===== src/rtl/keypad_scan_io_if.sv =====
// rtl/keypad_scan_io_if.sv - CPU read port and interrupt of the keypad scanner
interface keypad_scan_io_if;
  logic        io_rd;
  logic        io_addr;
  logic [31:0] io_rdata;
  logic        key_irq;

  modport master (output io_rd, output io_addr, input io_rdata, input key_irq);
  modport slave  (input io_rd, input io_addr, output io_rdata, output key_irq);
endinterface


===== src/rtl/keypad_scan_io.sv =====
// rtl/keypad_scan_io.sv - 4x4 keypad scanner with debounce and a key-code FIFO
// read by the CPU as a DATA/STATUS word pair.
module keypad_scan_io #(
  parameter int SCAN_DIV       = 16,
  parameter int DEBOUNCE_SCANS = 4,
  parameter int FIFO_DEPTH     = 4
) (
  input  logic             Clock,
  input  logic             Reset,
  input  logic [3:0]       ROW_IN,
  output logic [3:0]       COL_OUT,
  keypad_scan_io_if.slave  bus
);

  localparam int            SW        = $clog2(SCAN_DIV);
  localparam int            PW        = $clog2(FIFO_DEPTH);
  localparam logic [SW-1:0] SLOT_LAST = SW'(SCAN_DIV - 1);
  localparam logic [3:0]    DEB_N     = 4'(DEBOUNCE_SCANS);
  localparam logic [2:0]    DEPTH_N   = 3'(FIFO_DEPTH);

  typedef enum logic [1:0] {
    ST_IDLE,
    ST_DEB,
    ST_HELD
  } state_t;

  logic [3:0]    row_meta;
  logic [3:0]    row_sync;
  logic [SW-1:0] slot_q;
  logic [1:0]    col_q;
  logic [15:0]   snap_q;
  logic [15:0]   snap_d;
  logic          scan_done_q;
  logic          slot_end;

  always_ff @(posedge Clock or negedge Reset) begin
    if (!Reset) begin
      row_meta <= 4'hF;
      row_sync <= 4'hF;
    end else begin
      row_meta <= ROW_IN;
      row_sync <= row_meta;
    end
  end

  assign slot_end = (slot_q == SLOT_LAST);
  assign COL_OUT  = ~(4'b0001 << col_q);

  // Snapshot bit index equals the key code {row, col}; a low row means pressed.
  always_comb begin
    snap_d = snap_q;
    for (int r = 0; r < 4; r++) begin
      snap_d[{2'(r), col_q}] = ~row_sync[r];
    end
  end

  always_ff @(posedge Clock or negedge Reset) begin
    if (!Reset) begin
      slot_q      <= '0;
      col_q       <= 2'd0;
      snap_q      <= '0;
      scan_done_q <= 1'b0;
    end else begin
      scan_done_q <= slot_end && (col_q == 2'd3);
      if (slot_end) begin
        slot_q <= '0;
        col_q  <= col_q + 2'd1;
        snap_q <= snap_d;
      end else begin
        slot_q <= slot_q + SW'(1);
      end
    end
  end

  logic [4:0] key_n;
  logic [3:0] key_code;
  logic       is_one;
  logic       is_none;

  always_comb begin
    key_n    = '0;
    key_code = '0;
    for (int i = 0; i < 16; i++) begin
      if (snap_q[i]) begin
        key_n    = key_n + 5'd1;
        key_code = 4'(i);
      end
    end
  end

  assign is_one  = (key_n == 5'd1);
  assign is_none = (key_n == 5'd0);

  state_t     state_q;
  state_t     state_d;
  logic [3:0] cand_q;
  logic [3:0] cand_d;
  logic [3:0] cnt_q;
  logic [3:0] cnt_d;
  logic       push;

  always_ff @(posedge Clock or negedge Reset) begin
    if (!Reset) begin
      state_q <= ST_IDLE;
      cand_q  <= 4'd0;
      cnt_q   <= 4'd0;
    end else begin
      state_q <= state_d;
      cand_q  <= cand_d;
      cnt_q   <= cnt_d;
    end
  end

  // In HELD, cnt counts consecutive empty scans toward release.
  always_comb begin
    state_d = state_q;
    cand_d  = cand_q;
    cnt_d   = cnt_q;
    push    = 1'b0;
    if (scan_done_q) begin
      case (state_q)
        ST_IDLE: begin
          if (is_one) begin
            cand_d = key_code;
            if (DEB_N == 4'd1) begin
              push    = 1'b1;
              state_d = ST_HELD;
              cnt_d   = 4'd0;
            end else begin
              state_d = ST_DEB;
              cnt_d   = 4'd1;
            end
          end
        end
        ST_DEB: begin
          if (is_one && (key_code == cand_q)) begin
            if (cnt_q + 4'd1 == DEB_N) begin
              push    = 1'b1;
              state_d = ST_HELD;
              cnt_d   = 4'd0;
            end else begin
              cnt_d = cnt_q + 4'd1;
            end
          end else if (is_one) begin
            cand_d = key_code;
            cnt_d  = 4'd1;
          end else begin
            state_d = ST_IDLE;
            cnt_d   = 4'd0;
          end
        end
        ST_HELD: begin
          if (is_none) begin
            if (cnt_q + 4'd1 == DEB_N) begin
              state_d = ST_IDLE;
              cnt_d   = 4'd0;
            end else begin
              cnt_d = cnt_q + 4'd1;
            end
          end else begin
            cnt_d = 4'd0;
          end
        end
        default: begin
          state_d = ST_IDLE;
          cnt_d   = 4'd0;
        end
      endcase
    end
  end

  logic [3:0]    mem_q [FIFO_DEPTH];
  logic [PW-1:0] wr_q;
  logic [PW-1:0] rd_q;
  logic [2:0]    count_q;
  logic          ovf_q;
  logic          empty;
  logic          full;
  logic          pop;
  logic          push_ok;
  logic          drop;
  logic          rd_stat;
  logic [3:0]    head_code;

  assign empty   = (count_q == 3'd0);
  assign full    = (count_q == DEPTH_N);
  assign pop     = bus.io_rd && !bus.io_addr && !empty;
  assign rd_stat = bus.io_rd && bus.io_addr;
  // A pop in the same cycle frees the slot, so a push into a full FIFO still lands.
  assign push_ok = push && (!full || pop);
  assign drop    = push && full && !pop;

  always_ff @(posedge Clock) begin
    if (push_ok) begin
      mem_q[wr_q] <= key_code;
    end
  end

  always_ff @(posedge Clock or negedge Reset) begin
    if (!Reset) begin
      wr_q    <= '0;
      rd_q    <= '0;
      count_q <= 3'd0;
      ovf_q   <= 1'b0;
    end else begin
      if (push_ok) begin
        wr_q <= wr_q + PW'(1);
      end
      if (pop) begin
        rd_q <= rd_q + PW'(1);
      end
      case ({push_ok, pop})
        2'b10:   count_q <= count_q + 3'd1;
        2'b01:   count_q <= count_q - 3'd1;
        default: count_q <= count_q;
      endcase
      if (drop) begin
        ovf_q <= 1'b1;
      end else if (rd_stat) begin
        ovf_q <= 1'b0;
      end
    end
  end

  assign head_code = empty ? 4'd0 : mem_q[rd_q];

  always_comb begin
    bus.io_rdata = '0;
    if (bus.io_rd) begin
      if (bus.io_addr) begin
        bus.io_rdata = {27'b0, ovf_q, full, count_q};
      end else begin
        bus.io_rdata = {23'b0, ~empty, 4'b0, head_code};
      end
    end
  end

  assign bus.key_irq = ~empty;

endmodule

===== src/flat_wrapper.sv =====
// flat-port wrapper written by rule: the top's interface ports become plain ports
module keypad_scan_io_flat 
#(
  parameter int SCAN_DIV       = 16,
  parameter int DEBOUNCE_SCANS = 4,
  parameter int FIFO_DEPTH     = 4
)
  (Clock, Reset, ROW_IN, COL_OUT, bus_io_rd, bus_io_addr, bus_io_rdata, bus_key_irq);
  keypad_scan_io_if bus_i ();
  input  logic Clock;
  input  logic Reset;
  input  logic [3:0] ROW_IN;
  output logic [3:0] COL_OUT;
  input wire logic [$bits(bus_i.io_rd)-1:0] bus_io_rd;
  input wire logic [$bits(bus_i.io_addr)-1:0] bus_io_addr;
  output wire logic [$bits(bus_i.io_rdata)-1:0] bus_io_rdata;
  output wire logic [$bits(bus_i.key_irq)-1:0] bus_key_irq;
  assign bus_i.io_rd = bus_io_rd;
  assign bus_i.io_addr = bus_io_addr;
  assign bus_io_rdata = bus_i.io_rdata;
  assign bus_key_irq = bus_i.key_irq;
  keypad_scan_io #(.SCAN_DIV(SCAN_DIV), .DEBOUNCE_SCANS(DEBOUNCE_SCANS), .FIFO_DEPTH(FIFO_DEPTH)) u_core (.Clock(Clock), .Reset(Reset), .ROW_IN(ROW_IN), .COL_OUT(COL_OUT), .bus(bus_i));
endmodule

===== config.mk =====
export PLATFORM = sky130hd
export DESIGN_NAME = keypad_scan_io_flat
export DESIGN_NICKNAME = d
export VERILOG_FILES = /design/src/rtl/keypad_scan_io_if.sv /design/src/rtl/keypad_scan_io.sv /design/src/flat_wrapper.sv
export SDC_FILE = /design/constraint.sdc
export NUM_CORES = 1
export LEC_CHECK = 0
export BUFFER_PORTS_ARGS = -buffer_cell sky130_fd_sc_hd__buf_2
export CAP_MARGIN = 20
export CORE_AREA = 4 4 107 109
export CTS_CLUSTER_DIAMETER = 100
export DETAILED_ROUTE_END_ITERATION = 10
export DIE_AREA = 0 0 111 113
export PLACE_DENSITY = 0.67
export SETUP_SLACK_MARGIN = 0.02
export SLEW_MARGIN = 20
export SYNTH_ARGS = -nofsm -noshare
export SYNTH_HDL_FRONTEND = slang
export SYNTH_SLANG_ARGS = --single-unit

===== constraint.sdc =====
create_clock -name Clock -period 25.2 [get_ports Clock]
set_input_delay 5.04 -clock Clock [delete_from_list [all_inputs] [get_ports Clock]]
set_output_delay 5.04 -clock Clock [all_outputs]
set_load 0.01 [all_outputs]

==> metrics, run 1 <==
CTS resizes 0; first-pass iteration count of the detailed router 5; final hold violation count 0; number of clock buffers inserted by TritonCTS 9; startpoint of the worst hold path u_core.row_meta[1]; clock network power share 20.3%; post-DP HPWL 7.25 mm; number of sinks handled by clock tree synthesis 65; Initial Utilization 48.4%; path type of the worst setup path input port to primary output; post-synth top area share 20.0%; GRT Residual Overflow 0; hold_buf cts 0; cell taking the most area after synthesis dfrtp_1; Gate power share between 40% and 50%; number of fill cells about 950; Lkg Pwr 2.40 nW; launch point of the worst reg-to-reg path u_core.snap_q[1]; biggest area contributors in the synthesized netlist dfrtp_1 (20%), edfxtp_1 (9.4%), ha_1 (6.3%); sum of met2 wire segment lengths after detailed routing 4.41 mm; die area 0.0125 mm2; fraction of final layout cells sized beyond drive strength 1 13.8%; Met3 Routed Length 316 um; total power after layout 0.397 mW; Internal Power 0.249 mW; routed metal-1 wirelength roughly 4.3 mm; Longest Clk Path Bufs 2; summed instance area of the synthesized netlist a little over 0.005 mm2; total setup buffers inserted after CTS 0; vias in the first global route 3435; top_reg_cell synth dfrtp_1; average wire per cell in the routed design 13.3 um; TritonCTS clock tree yes; Antenna Diode Count 0; clock slew at reported path FFs 60 ps; worst reg-to-reg setup slack 14200 ps; endpoint kind of the worst setup timing path primary output; overall die height 113 um; placeable core region between 0.01 and 0.015 mm2; mean number of vias per cell around 5.3; number of setup violations in the final report 0; number of antenna-violating nets in the routed design 0; initial drt markers ~220; clock latency on the worst-skew pair 330 ps; Layout area overhead 5.09%; placer congestion estimate 0.826; Maximum Capacitance Violations 0; RSZ-0062 raised after global routing no; master cell of the clock root buffer clkbuf_8; drt total wl 9.17 mm; fraction of the yosys area taken by sequential cells 33.4%; global-route wire length before repair 16.2 mm; warnings from Yosys 0; number of cells on the worst hold path 0; via count 3669; path type of the worst min-delay path register to register; required time of the worst setup path 20160 ps; post-layout instance count excluding filler cells 692; H-tree levels 3; number of placed instances, taps included around 680; max-slew violations 0; Max VDD drop around 0.050 mV; largest net degree at the start of global routing 50; final net count 582; maximum clock frequency 90.3 MHz; Post-Syn Area per Cell 9.54 um2; switching pwr approximately 0.15 mW; register bit total from synthesis 65; headroom to the max-slew limit 45.3%; Worst EP arrival approximately 6000 ps; PD cells 73.6 mW/mm2; length in cells of the worst reg-to-reg path 47; sequential group share of total power 31.4%; count of flip-flops with a built-in enable after synthesis 16; Max Used Layer met4; initial antenna violation count 0; number of input and output port buffers inserted 18; worst setup path start bus_io_rd; width of the die 111 um; drc violations 0; number of core rows 38; outcome complete, no violations; post-synthesis instance total 538; io pins 45; setup clock skew after layout approximately 8.9 ps; All-Layer GR Usage 15.6%; post-route clock period utilization 43.9%; transition time of the tightest slew-check pin 814 ps; Distinct cells, synth 80; largest fanout on the critical path 9; share of synthesized registers carrying an async set or reset 75.4%; element type at the critical path start input port; crit path time final 11070 ps; final total negative setup slack 0 ps; Net Sw Frac between 30% and 40%
==> per-stage QoR <==
step	hold WS [ps]	utilization, %	setup WS [ps]	instance area (um2)
after floorplan	345	-	14230	5230
after global placement	346	49.2	14160	5220
after detailed placement	347	49.2	14120	5220
after CTS	351	50.9	14120	5400
after global routing	354	50.9	13300	5400
final	352	50.9	14130	5400
==> power groups by stage <==
stage	Combinational (mW)	Clock [mW]	Sequential, mW
finish	0.192	0.0806	0.125
global route	0.217	0.0879	0.126
global placement	0.186	0	0.127
CTS	0.192	0.0834	0.125
detailed placement	0.191	0	0.127
floorplan	0.167	0	0.121
==> logic make-up (layout without fill, tap and decap cells) <==
| group | count (synthesis) | after routing | synth area share (%) |
|---|---|---|---|
| AO/OA/AOI/OAI | 104 | 104 | 13.4 |
| XOR/XNOR | 58 | 58 | 15.1 |
| adder cells (fa/ha/maj) | 27 | 27 | 6.73 |
| buffers and inverters | 82 | 71 | 8.16 |
| flip-flops | 65 | 65 | 33.4 |
| multiplexers | 19 | 19 | 5.24 |
| other | 1 | 26 | 0.0730 |
| AND/OR/NAND/NOR | 182 | 182 | 17.8 |
==> layout make-up <==
class / instances / area [um2] / area share [%]
Clock buffer: 11 / 131 / 2.44
Inverter: 36 / 135 / 2.50
Clock inverter: 5 / 47.5 / 0.881
Sequential cell: 65 / 1720 / 31.8
Tap cell: 140 / 175 / 3.25
Multi-Input combinational cell: 416 / 3090 / 57.3
Timing Repair Buffer: 19 / 97.6 / 1.81
==> cell usage after synthesis, types with 3 or more instances <==
library cell and instances:
nand3b_1 4, clkbuf_1 13, and2_1 6, nand2_1 73
edfxtp_1 16, nand2b_1 6, o21ai_0 37, a22oi_1 3
dfrtp_1 41, xnor2_4 3, xnor3_1 10, or2_2 3
nor3_1 11, mux2_4 4, o211ai_1 6, nor2_1 30
ha_1 26, nor4b_1 5, and3_1 8, buf_2 5
dfstp_2 8, a31oi_1 3, nand3_1 8, nor2b_1 5
nor3b_1 3, a211oi_1 4, nand4_1 5, mux2_2 6
xnor2_1 30, xor2_1 8, or3_1 3, o2bb2ai_1 3
mux4_2 4, buf_4 26, a21oi_1 18, inv_1 33
a21o_1 3, mux2i_1 4
==> placed cells by master, fill, tap and decap left out, types with 4 or more instances in the layout <==
master,n
xnor3_1,10
o21ai_0,37
conb_1,26
nand3_1,8
and2_1,6
a21oi_1,18
and3_1,8
nand4_1,5
nor2b_1,5
nand3b_1,4
a211oi_1,4
mux2i_1,4
xnor2_1,30
nor3_1,11
inv_1,33
nand2_1,73
mux2_2,6
xor2_1,8
dfrtp_1,41
mux4_2,4
nand2b_1,6
buf_2,18
clkinv_1,4
o211ai_1,6
mux2_4,4
edfxtp_1,16
clkbuf_8,9
ha_1,26
dfstp_2,8
nor4b_1,5
nor2_1,30
==> routing by layer <==
layer / track usage (%) / up-vias
li1: - / 1855
met1: 21.0 / 1743
met2: 25.2 / 61
met3: 2.57 / 10
met4: 6.32 / 0
met5: 0 / -
==> critical path, cell delays in order <==
cell   delay, ps
buf_2        120
inv_1         80
or3_1        490
inv_1        160
buf_2        150
==> worst paths after layout <==
kind,endpoint
max reg2reg,u_core.count_q[2]
min in group asynchronous,u_core.cnt_q[2]
max in group asynchronous,u_core.wr_q[1]
min,u_core.row_sync[1]
min reg2reg,u_core.row_sync[1]
max,bus_io_rdata[8]
==> registers in the layout, summed over array words and instances, names as in the netlist <==
register and count:
u_core.cand_q 4, u_core.cnt_q 4, u_core.col_q 2, u_core.count_q 3
u_core.mem_q 16, u_core.ovf_q 1, u_core.rd_q 2, u_core.row_meta 4
u_core.row_sync 4, u_core.scan_done_q 1, u_core.slot_q 4, u_core.snap_q 16
u_core.state_q 2, u_core.wr_q 2
No activity file was read; power rests on OpenSTA's default activity.
==> run 2, diff against run 1 <==
PLACE_DENSITY = 0.7   (was 0.67)
clock period = 9 ns   (was 25.2 ns; I/O delays follow)
==> run 2 against run 1 <==
The flow now finishes with violations (negative setup slack). Utilization up 8.5 points. Final cell count is 8.1% higher. Combinational power increased to 4.6 times the previous value. Sequential power grew to 2.8 times the previous value. Via count rose by 9.6%. Worst setup slack worse by 15000 ps. Highest routed layer unchanged. Routed wire length is 23% higher.
==> metrics, run 2 (synthesis gave the netlist of run 1 again) <==
setup clock skew after layout ~7.5 ps; endpoint kind of the worst setup timing path register; die area 0.0125 mm2; drt total wl 11.3 mm; largest net degree at the start of global routing 50; outcome complete, but fails checks; io pins 45; minimum setup slack in the final design -392 ps; TritonCTS clock tree yes; placeable core region approximately 0.011 mm2; number of clock buffers inserted by TritonCTS 9; via count 4021; Max VDD drop 0.152 mV; Max Used Layer met4; register cell area after layout ~0.0017 mm2; worst reg-to-reg setup slack -390 ps; first-pass iteration count of the detailed router 4; startpoint of the worst hold path u_core.row_meta[1]; initial drt markers 208; post-DP HPWL 8.11 mm; clock latency on the worst-skew pair between 300 and 400 ps; initial antenna violation count 0; number of input and output port buffers inserted 18; number of cells on the worst hold path 0; global-route wire length before repair 18.5 mm; library cell contributing the largest single delay on the critical path dfrtp_1; RSZ-0062 raised after global routing yes; max-slew violations 0; number of core rows 38; Antenna Diode Count 0; Initial Utilization around 48%; post-route clock period utilization 104%; crit path time final 9390 ps; launch point of the worst reg-to-reg path u_core.snap_q[1]; CP most frequent cell ha_4; overall die height 113 um; largest fanout on the critical path 3; clock slew at reported path FFs approximately 80 ps; number of antenna-violating nets in the routed design 0; All-Layer GR Usage 18.1%; endpoint of the worst register-to-register path u_core.count_q[2]; most frequent cells in the layout nand2_1 (66), buf_4 (51), dfrtp_1 (41), o21ai_0 (31), inv_1 (29); post-layout instance count excluding filler cells ~750; number of placed instances, taps included 708; registers with the highest flip-flop counts u_core.mem_q x16, u_core.snap_q x16; Longest Clk Path Bufs 2; drc violations 0; combined area of the multi-input logic cells between 0.003 and 0.004 mm2; category of cells accounting for the largest share of critical-path delay adder cells; routed metal-1 wirelength 4.84 mm; vias in the first global route 3907; length in cells of the worst reg-to-reg path 50; number of sinks handled by clock tree synthesis 65; H-tree levels 3; pre-CTS WS -423 ps; number of setup violations in the final report 8; required time of the worst setup path between 9000 and 10000 ps; share of the core filled with cells in the final layout between 50 and 60%; path type of the worst min-delay path register to register; final hold violation count 0; Met3 Routed Length 371 um; average wire per cell in the routed design 15.1 um; sum of met2 wire segment lengths after detailed routing 5.77 mm; width of the die ~110 um; mean number of vias per cell 5.38; buffering stage count on the worst path with inverters included 3; GRT Residual Overflow 0; Lkg Pwr around 2.8 nW; path type of the worst setup path register to register; master cell of the clock root buffer clkbuf_8; final net count 638; element type at the critical path start register; transition time of the tightest slew-check pin 913 ps; Worst EP arrival 9670 ps; hold_buf cts 0; headroom to the max-slew limit about 39%; maximum clock frequency approximately 110 MHz; Layout area overhead 22.7%; slowest cell delay on critical path 420 ps; violated checks negative setup slack; Hold Path End u_core.row_sync[1]; number of fill cells 874; placer congestion estimate between 0.8 and 0.9; Maximum Capacitance Violations 0; fraction of final layout cells sized beyond drive strength 1 30.6%; PD cells 237 mW/mm2; commonest non-fill, non-tap cell in the layout nand2_1
==> run 2: worst max-delay path by stage <==
stage,start,to,slack (ps),depth (start not counted)
4_1_cts,u_core.snap_q[0],u_core.count_q[2],-200,48
5_1_grt,u_core.snap_q[0],u_core.count_q[2],-740,50
6_report,u_core.snap_q[1],u_core.count_q[2],-390,50
3_3_place_gp,u_core.snap_q[0],u_core.count_q[2],-100,47
2_1_floorplan,u_core.snap_q[1],u_core.count_q[2],-170,48
3_5_place_dp,u_core.snap_q[1],u_core.count_q[2],-420,48
==> run 2: metal layers <==
metal | vias up | track usage (%)
met5 | - | 0
met4 | 0 | 8.29
met3 | 22 | 2.25
met2 | 70 | 30.7
met1 | 1956 | 23.3
li1 | 1973 | -
==> run 2: layout make-up <==
class | count | share of cell area [%]
tap | 140 | 2.78
clock inverter | 7 | 1.23
inverter | 36 | 2.18
clock buffer | 9 | 1.97
sequential | 65 | 27.2
multi-input combinational | 416 | 55.7
timing repair buffer | 75 | 8.86
==> run 2: per-stage QoR <==
| step | power, mW | hold WS [ps] | cell area [um2] | setup TNS [ps] |
|---|---|---|---|---|
| after floorplan | 0.895 | 345 | 5420 | -227 |
| after global routing | 1.59 | 362 | 6300 | -10010 |
| after global placement | 1.05 | 346 | 5660 | -106 |
| final | 1.49 | 357 | 6300 | -818 |
| after CTS | 1.46 | 358 | 6140 | -199 |
| after detailed placement | 1.08 | 347 | 5660 | -3710 |
==> run 2: repair_timing <==
item / 4_1_cts / 5_1_grt
pin swaps: 27 / 36
resized for setup: 19 / 30
setup buffers: 17 / 10
setup endpoints to repair: 27 / 31
==> run 2: where the power goes <==
part           total [mW]  switching [mW]  internal (mW)
clock network       0.254           0.124          0.131
logic               0.887           0.416          0.471
registers           0.350          0.0318          0.319
total                1.49           0.572          0.920
==> run 2: worst register-to-register path: cells and delay by family (launching register included) <==
kind,cells,cell delay (ps)
adder cells (fa/ha/maj),14,3740
AND/OR/NAND/NOR,16,2100
XOR/XNOR,3,540
multiplexers,2,550
buffers and inverters,3,260
AO/OA/AOI/OAI,12,1690
flip-flops,1,420
==> run 3, diff against run 2 <==
PLACE_DENSITY = 0.67   (was 0.7)
clock period = 11.8 ns   (was 9 ns; I/O delays follow)
==> run 3 against run 2 <==
The flow now finishes without violations. Hold slack lost 5.6 ps. Clock skew increased by 7.0 ps. Final area is 14% lower. Worst setup slack improved by 1400 ps. Sequential cell count is the same. Via count decreased by 9.1%. Routed wire length decreased by 14%. Register-to-register slack improved by 1400 ps.
==> metrics, run 3 (synthesis gave the netlist of run 1 again) <==
outcome complete, no violations; clock latency on the worst-skew pair ~340 ps; number of core rows 38; crit path time final ~11000 ps; initial drt markers between 150 and 200; Longest Clk Path Bufs 2; setup clock skew after layout 14.6 ps; final net count slightly below 600; largest fanout on the critical path 6; number of antenna-violating nets in the routed design 0; endpoint kind of the worst setup timing path register; RSZ-0062 raised after global routing no; master cell of the clock root buffer clkbuf_8; fraction of final layout cells sized beyond drive strength 1 14.3%; maximum clock frequency 92.3 MHz; TritonCTS clock tree yes; largest net degree at the start of global routing 50; final hold violation count 0; sequential group share of total power 31.4%; mean number of vias per cell about 5.3; hold_buf cts 0; number of cells on the worst hold path 0; path type of the worst setup path register to register; launch point of the worst reg-to-reg path u_core.snap_q[1]; PD cells 157 mW/mm2; Gate power share 49.1%; clock slew at reported path FFs 80 ps; element type at the critical path start register; io pins 45; switching pwr 0.331 mW; Hold Path End u_core.row_sync[2]; first-pass iteration count of the detailed router 4; All-Layer GR Usage 16.2%; transition time of the tightest slew-check pin 770 ps; via count approximately 3700; Worst EP arrival 11080 ps; average wire per cell in the routed design 14.0 um; registers with the highest flip-flop counts u_core.mem_q x16, u_core.snap_q x16; width of the die 111 um; total power after layout 0.848 mW; path type of the worst min-delay path register to register; vias in the first global route 3700; Lkg Pwr between 2 and 2.5 nW; required time of the worst setup path 12050 ps; GRT Residual Overflow 0; placeable core region 0.0106 mm2; overall die height 113 um; global-route wire length before repair 16.9 mm; library cell contributing the largest single delay on the critical path fa_1; final total negative setup slack 0 ps; post-DP HPWL 7.56 mm; total setup buffers inserted after CTS 0; Net Sw Frac between 30% and 40%; Antenna Diode Count 0; Internal Power slightly above 0.5 mW; headroom to the max-slew limit 48.2%; drc violations 0; H-tree levels 3; initial antenna violation count 0; drt total wl 9.72 mm; CTS resizes 0; post-route clock period utilization 91.8%; die area roughly 0.013 mm2; Layout area overhead 4.95%; worst reg-to-reg setup slack ~970 ps; clock network power share 19.5%; commonest non-fill, non-tap cell in the layout nand2_1; startpoint of the worst hold path u_core.row_meta[2]; number of clock buffers inserted by TritonCTS 9; CP most frequent cell ha_1; most frequent cells in the layout nand2_1 (73), dfrtp_1 (41), o21ai_0 (37), inv_1 (33); endpoint of the worst register-to-register path u_core.count_q[2]; slowest cell delay on critical path 430 ps; Initial Utilization 48.4%; length in cells of the worst reg-to-reg path 47; number of input and output port buffers inserted 18; number of setup violations in the final report 0; Max VDD drop approximately 0.11 mV; Maximum Capacitance Violations 0; placer congestion estimate around 0.84; number of sinks handled by clock tree synthesis 65; max-slew violations 0
run 3: cell types whose count changed in the layout (fill, tap and decap cells not counted), moves of 4 or more:
| cell | previous run | this run |
|---|---|---|
| inv_1 | 29 | 33 |
| buf_6 | 4 | 0 |
| and2_4 | 5 | 1 |
| buf_4 | 51 | 1 |
| ha_4 | 10 | 0 |
| and2_1 | 2 | 6 |
| o21ai_0 | 31 | 37 |
| ha_1 | 15 | 26 |
| nand2_2 | 4 | 0 |
| nand2_1 | 66 | 73 |
run 3: how the worst max path moves through the flow:
stage,start,slack [ps],depth (start not counted),end
2_1_floorplan,u_core.snap_q[1],1910,47,u_core.count_q[2]
3_3_place_gp,u_core.snap_q[0],1480,48,u_core.count_q[2]
3_5_place_dp,u_core.snap_q[1],1050,47,u_core.count_q[2]
4_1_cts,u_core.snap_q[1],1020,47,u_core.count_q[2]
5_1_grt,u_core.snap_q[1],200,48,u_core.count_q[2]
6_report,u_core.snap_q[1],970,47,u_core.count_q[2]
run 3: layer usage:
metal | vias to the layer above | wire (um) | share of wire (%) | global-route usage, %
met2 | 44 | 4850 | 50 | 28.6
met3 | 16 | 207 | 2.1 | 2.30
met4 | 0 | 173 | 1.8 | 5.99
met1 | 1744 | 4490 | 46 | 20.4
met5 | - | 0 | 0 | 0
li1 | 1853 | - | - | -
run 3: power by group through the flow:
stage               registers [mW]  clock network [mW]  logic, mW
finish                       0.266               0.165      0.416
global route                 0.269               0.182      0.464
CTS                          0.266               0.171      0.415
detailed placement           0.271                   0      0.411
global placement             0.270                   0      0.398
floorplan                    0.258                   0      0.356
run 3: final cells by class:
class / count / area, um2
repair buffers: 19 / 97.6
multi-input cells: 416 / 3090
clock inverters: 5 / 30.0
fillers: 956 / 5220
flip-flops and latches: 65 / 1720
inverters: 36 / 135
clock buffers: 11 / 141
well taps: 140 / 175
run 3: stage by stage:
step	hold slack (ps)	area, um2	worst slack, ps	instances	util [%]
global placement	346	5220	1480	676	49.2
floorplan	345	5230	1910	563	-
detailed placement	347	5220	1050	676	49.2
global route	358	5390	200	692	50.8
finish	352	5390	971	692	50.8
CTS	352	5390	1020	692	50.8
run 3: critical path, delay by kind of cell (launching register included):
kind | cells | cell delay, ps
fa+ha+maj | 15 | 4720
simple gates | 14 | 2360
compound gates | 12 | 2030
mux | 3 | 850
flops | 1 | 390
xor+xnor | 1 | 270
buf+inv | 2 | 140
